$ cat src/rtl/l2_cache_control.sv
// l2_cache_control: control FSM for a 4-way set-associative L2 cache.
// Sequences the tag/data/valid/dirty arrays and the PLRU array through the
// hit, clean-miss and dirty-miss flows between the L1 miss port and physical
// memory, and keeps saturating hit/miss performance counters.
//
// Ports:
//   clk, rst_n                 clock, asynchronous active-low reset
//   mem_read, mem_write        L1 request (held until mem_resp)
//   mem_resp                   one-cycle completion pulse to L1
//   way_hit/valid/dirty        per-way status of the indexed set (datapath)
//   lru_victim                 PLRU-selected way for the indexed set
//   way_sel                    way addressed by the datapath muxes
//   data_load, tag_load        per-way array write enables
//   valid_load, dirty_load     write valid/dirty of way_sel; dirty_in = value
//   lru_load                   update PLRU bits using way_sel
//   addr_sel, data_in_sel      pmem address mux / data array input mux
//   pmem_read, pmem_write      memory requests (held until pmem_resp)
//   pmem_resp                  one-cycle memory completion
//   cnt_clr                    synchronous clear of both counters
//   hit_count, miss_count      saturating performance counters
//   multi_hit_err              sticky multiple-way-hit flag
//
// The control outputs are decoded from the current state and the datapath
// status in the same cycle; the arrays capture them on the next rising edge.
module l2_cache_control #(
  parameter int unsigned CNT_W = 32
) (
  input  logic             clk,
  input  logic             rst_n,
  input  logic             mem_read,
  input  logic             mem_write,
  output logic             mem_resp,
  input  logic [3:0]       way_hit,
  input  logic [3:0]       way_valid,
  input  logic [3:0]       way_dirty,
  input  logic [1:0]       lru_victim,
  output logic [1:0]       way_sel,
  output logic [3:0]       data_load,
  output logic [3:0]       tag_load,
  output logic             valid_load,
  output logic             dirty_load,
  output logic             dirty_in,
  output logic             lru_load,
  output logic             addr_sel,
  output logic             data_in_sel,
  output logic             pmem_read,
  output logic             pmem_write,
  input  logic             pmem_resp,
  input  logic             cnt_clr,
  output logic [CNT_W-1:0] hit_count,
  output logic [CNT_W-1:0] miss_count,
  output logic             multi_hit_err
);

  localparam int unsigned WAYS = 4;

  typedef enum logic [1:0] {
    IDLE      = 2'd0,
    CHECK     = 2'd1,
    WRITEBACK = 2'd2,
    FILL      = 2'd3
  } state_e;

  state_e     state_q, state_d;
  logic [1:0] victim_q;
  logic       refill_q;

  logic       req_c;
  logic       hit_c;
  logic       multi_c;
  logic [1:0] hit_way_c;
  logic [1:0] victim_c;
  logic       victim_dirty_c;

  assign req_c   = mem_read | mem_write;
  assign hit_c   = |way_hit;
  // More than one bit set: clearing the lowest set bit leaves something.
  assign multi_c = |(way_hit & 4'(way_hit - 4'd1));

  // Encode the hit way; scanning downward lets the lowest index win.
  always_comb begin
    hit_way_c = 2'd0;
    for (int i = WAYS - 1; i >= 0; i--) begin
      if (way_hit[i]) hit_way_c = 2'(i);
    end
  end

  // Victim: lowest invalid way, else the PLRU choice.
  always_comb begin
    victim_c = lru_victim;
    for (int i = WAYS - 1; i >= 0; i--) begin
      if (!way_valid[i]) victim_c = 2'(i);
    end
  end

  assign victim_dirty_c = way_valid[victim_c] & way_dirty[victim_c];

  // State register.
  always_ff @(posedge clk or negedge rst_n) begin
    if (!rst_n) state_q <= IDLE;
    else        state_q <= state_d;
  end

  // Next-state logic.
  always_comb begin
    state_d = state_q;
    unique case (state_q)
      IDLE:      if (req_c) state_d = CHECK;
      CHECK: begin
        if (hit_c)               state_d = IDLE;
        else if (victim_dirty_c) state_d = WRITEBACK;
        else                     state_d = FILL;
      end
      WRITEBACK: if (pmem_resp) state_d = FILL;
      FILL:      if (pmem_resp) state_d = CHECK;
      default:   state_d = IDLE;
    endcase
  end

  // Output decode.
  always_comb begin
    mem_resp    = 1'b0;
    way_sel     = 2'd0;
    data_load   = 4'd0;
    tag_load    = 4'd0;
    valid_load  = 1'b0;
    dirty_load  = 1'b0;
    dirty_in    = 1'b0;
    lru_load    = 1'b0;
    addr_sel    = 1'b0;
    data_in_sel = 1'b0;
    pmem_read   = 1'b0;
    pmem_write  = 1'b0;
    unique case (state_q)
      IDLE: ;
      CHECK: begin
        if (hit_c) begin
          way_sel  = hit_way_c;
          lru_load = 1'b1;
          mem_resp = 1'b1;
          // Write hit (or write after refill): merge L1 data and mark dirty.
          if (mem_write) begin
            data_load  = 4'b0001 << hit_way_c;
            dirty_load = 1'b1;
            dirty_in   = 1'b1;
          end
        end
      end
      WRITEBACK: begin
        pmem_write = 1'b1;
        addr_sel   = 1'b1;
        way_sel    = victim_q;
      end
      FILL: begin
        pmem_read = 1'b1;
        way_sel   = victim_q;
        // Install the line as clean; the write merge happens in the re-lookup.
        if (pmem_resp) begin
          data_load   = 4'b0001 << victim_q;
          tag_load    = 4'b0001 << victim_q;
          data_in_sel = 1'b1;
          valid_load  = 1'b1;
          dirty_load  = 1'b1;
        end
      end
      default: ;
    endcase
  end

  // Victim latch and refill flag (suppresses hit counting on the re-lookup).
  always_ff @(posedge clk or negedge rst_n) begin
    if (!rst_n) begin
      victim_q <= 2'd0;
      refill_q <= 1'b0;
    end else begin
      if (state_q == CHECK && !hit_c) victim_q <= victim_c;
      if (state_q == FILL && pmem_resp)  refill_q <= 1'b1;
      else if (state_q == CHECK && hit_c) refill_q <= 1'b0;
    end
  end

  // Saturating performance counters; clear wins over increment.
  always_ff @(posedge clk or negedge rst_n) begin
    if (!rst_n) begin
      hit_count  <= '0;
      miss_count <= '0;
    end else if (cnt_clr) begin
      hit_count  <= '0;
      miss_count <= '0;
    end else if (state_q == CHECK) begin
      if (hit_c && !refill_q && hit_count != {CNT_W{1'b1}})
        hit_count <= hit_count + CNT_W'(1);
      if (!hit_c && miss_count != {CNT_W{1'b1}})
        miss_count <= miss_count + CNT_W'(1);
    end
  end

  // Sticky multiple-hit error.
  always_ff @(posedge clk or negedge rst_n) begin
    if (!rst_n)                          multi_hit_err <= 1'b0;
    else if (state_q == CHECK && multi_c) multi_hit_err <= 1'b1;
  end

endmodule
$ cat config.mk
export PLATFORM = sky130hd
export DESIGN_NAME = l2_cache_control
export DESIGN_NICKNAME = d
export VERILOG_FILES = /design/src/rtl/l2_cache_control.sv
export SDC_FILE = /design/constraint.sdc
export NUM_CORES = 1
export LEC_CHECK = 0
export BUFFER_PORTS_ARGS = -buffer_cell sky130_fd_sc_hd__buf_2
export CORE_MARGIN = 2
export CORE_UTILIZATION = 54
export CTS_CLUSTER_DIAMETER = 200
export CTS_CLUSTER_SIZE = 8
export DETAILED_ROUTE_END_ITERATION = 7
export PLACE_DENSITY = 0.8
export SETUP_SLACK_MARGIN = 0.02
export SYNTH_ARGS = -nofsm -noshare
export SYNTH_HDL_FRONTEND = slang
export SYNTH_SLANG_ARGS = --single-unit
$ cat constraint.sdc
create_clock -name clk -period 2.4 [get_ports clk]
set_input_delay 0.12 -clock clk [delete_from_list [all_inputs] [get_ports clk]]
set_output_delay 0.12 -clock clk [all_outputs]
set_load 0.01 [all_outputs]
==> results by group <==
Status
  – Status: finished clean

Power
  – Clk pwr share: 0.363
  – Sw power: between 0.0008 and 0.0009 W
  – Max VDD drop: 0.3568 mV
  – Flop pwr share: 0.457
  – Net Sw Frac: 0.2941
  – Internal Dissipation: about 0.002 W
  – Gate power share: 0.180
  – Leakage: 2.370 nW
  – PD cells: approximately 530 nW/um^2

Layout
  – Layout cells sized above 1: 0.2815
  – # diodes: 0
  – Layout area overhead: 20.64%
  – Fin util: 0.6741
  – Nets: 626

Timing
  – Pins Over Slew Limit: 0
  – Post-route setup slack: 0.1367 ns
  – Slew headroom: 0.5978
  – Unrepaired setup endpoints after global routing: no
  – Final Cycle Share: 0.9430
  – Final Setup Violations: 0
  – Clk_skew: just under 0.01 ns
  – Sum Neg Setup Slack: 0 ns
  – Final hold viol count: 0
  – Final Critical Period: 2.263 ns
  – Slew @ Worst Pin: 0.5881 ns
  – Fmax: approximately 0.44 GHz

CTS
  – Clock transition at path regs: around 0.08 ns
  – Skew-Pair Late Insertion Delay: ~0.35 ns
  – CTS tree: built
  – Clock tree buffer depth: 2
  – H-tree lvl count: 3
  – Root cell of the clock tree: clkbuf_8
  – Total CTS buffers: 9
  – Clock Sinks: 70

Global route
  – First-pass GRT wire length: between 15000 and 20000 um
  – Total congestion overflow: 0
  – Initial antenna violation count: 0
  – Number of global-route vias before repair: around 3900
  – Pin count of the biggest net entering global routing: 33
  – GRT Overall Usage: 0.2596

Detailed routing
  – DRT iter0 DRCs: between 200 and 250
  – Routed len/inst: 16.05 um
  – Met2 Wirelength: about 5600 um
  – Met1 WL: around 5000 um
  – Vias per cell: roughly 6.1
  – Routed Antenna Nets: 0
  – Metal3 WL: around 550 um
  – First-pass iteration count of the detailed router: 5
  – Post-route DRC: 0
  – Vias: about 4300
  – Final wirelength: around 11000 um
  – Uppermost layer routed: met4

Floorplan
  – Starting Density: 0.5588
  – Row cnt: 32
  – Die Ht: between 90 and 100 um
  – Core box area: between 7000 and 8000 um^2
  – Die area: a little under 9000 um^2
  – I/O pin count: approximately 100
  – Horiz. Die Dim: about 94 um

Logic synthesis
  – Mapped cell area: roughly 4300 um^2
  – Synth Instances: roughly 490
  – FF+latch count, synth: 70
  – Synth async-reset ratio: 1.000
  – Largest area contributor in the netlist: dfrtp_1
  – Distinct cell type count after synthesis: 64
  – Most frequent cell after synthesis: dfrtp_1
  – Synth top cells by count: dfrtp_1, a21oi_1, nand2_1
  – Post-synth top flop: dfrtp_1
  – Number of synthesized flops with an enable pin: 0
  – Area contributors post-synth: dfrtp_1, a21oi_1, o21ai_0, nand2_1, or3_1
  – Syn avg cell area: a little under 9 um^2
  – Register area share after synthesis: 0.4036
  – Synth top area share: 0.4036
  – Post-synthesis net count: 516
  – YS warnings: 0

Placed design
  – DP Worst Slack: 0.04888 ns
  – Post-detail-place hpwl: 8172 um
  – Routability Congestion: about 0.9
  – I/O Buffers: ~100

Min path
  – Hold Crit Class: primary input to flop

Setup path
  – CP required: around 2.7 ns
  – CP Max Fanout: 12
  – Crit Path Class: flop to flop
  – CP endpoint kind: flop
  – Worst EP arrival: about 2.5 ns
  – CP max-delay cell: or4_4
  – Crit path launch type: flop
  – Max incr delay on CP: between 0.6 and 0.7 ns
  – Crit path cell chain: inv_1 > ha_1 > buf_4 > nand3_2 > or4_4 > or4_1 > a21oi_1

Flow run
  – Maxcap violations: 0
cell usage in the layout (no fill, tap or decap), drive strengths merged, types with 13 or more instances in the layout:
| cell type | instances |
|---|---|
| a21oi | 46 |
| and4 | 15 |
| buf | 124 |
| dfrtp | 70 |
| inv | 16 |
| nand2 | 45 |
| nand3 | 28 |
| nand4 | 15 |
| nor2 | 34 |
| nor4 | 13 |
| o21ai | 36 |
| o31ai | 14 |
| or3 | 25 |
worst max-delay path, delay by kind of cell, from the launching register on:
kind	cells	cell delay [ns]
buffers and inverters	2	0.27
AOI/OAI and AO/OA	1	0.16
and+or+nand+nor	3	1.13
adders and majority gates	1	0.22
DFF	1	0.41
power by group through the flow:
stage | registers (W) | logic, W | clock network (W)
global placement | 0.00129 | 0.000481 | 0
detailed placement | 0.00129 | 0.000498 | 0
global route | 0.00128 | 0.000550 | 0.00108
CTS | 0.00127 | 0.000504 | 0.00101
finish | 0.00127 | 0.000499 | 0.00101
floorplan | 0.00129 | 0.000293 | 0
cell type report:
class                      instances  area [um^2]
clock buffer                      11        151.4
clock inverter                     5        57.56
fill                             638         2531
inverter                          17        63.81
multi-input combinational        376         2389
sequential                        70         1752
tap                              102        127.6
timing repair buffer             125        695.7
state kept, by name, indices dropped and copies added, names as in the netlist:
signal         count
hit_count         32
miss_count        32
multi_hit_err      1
refill_q           1
state_q            2
victim_q           2
through the flow:
stage / cells / power (W) / hold slack, ns / area (um^2)
finish: 706 / 0.002774 / 0.05536 / 5236
global route: 706 / 0.002902 / 0.06912 / 5236
CTS: 706 / 0.002785 / 0.04653 / 5210
detailed placement: 689 / 0.001788 / 0.1704 / 4991
global placement: 689 / 0.001769 / 0.1641 / 4991
floorplan: 489 / 0.001586 / -0.1756 / 4340
timing repair:
action                                 CTS  global route
setup buffers                            0             0
hold buffers                             1             0
gates resized for setup                  0             4
endpoints found under the hold margin   23             0
setup endpoints to repair                0            14
cells by family (layout without fill, tap and decap cells):
| kind of cell | Yosys count | in the layout | synth area share |
|---|---|---|---|
| xor+xnor | 8 | 8 | 0.01614 |
| simple gates | 225 | 225 | 0.3024 |
| flops | 70 | 70 | 0.4036 |
| fa+ha+maj | 7 | 7 | 0.02018 |
| buf+inv | 43 | 158 | 0.05362 |
| compound gates | 127 | 127 | 0.1810 |
| mux | 9 | 9 | 0.02306 |
layer usage:
metal / track usage / vias to the layer above
met5: 0 / -
met4: 0.09662 / 0
met3: 0.04735 / 22
met2: 0.4275 / 126
met1: 0.3431 / 2100
li1: - / 2054
worst paths after layout:
kind | start | to | slack, ns | cells past startpoint
min in group asynchronous | rst_n | hit_count[2]$_DFFE_PN0P_ | 0.31 | 2
max in group asynchronous | rst_n | hit_count[11]$_DFFE_PN0P_ | 1.42 | 3
setup reg to reg | state_q[1]$_DFFE_PN0P_ | miss_count[20]$_DFFE_PN0P_ | 0.14 | 7
hold / removal | pmem_resp | refill_q$_DFFE_PN0P_ | 0.06 | 3
hold reg to reg | multi_hit_err$_DFFE_PN0P_ | multi_hit_err$_DFFE_PN0P_ | 0.48 | 2
setup / recovery | state_q[1]$_DFFE_PN0P_ | miss_count[20]$_DFFE_PN0P_ | 0.14 | 7
(Power assumes the default switching activity.)
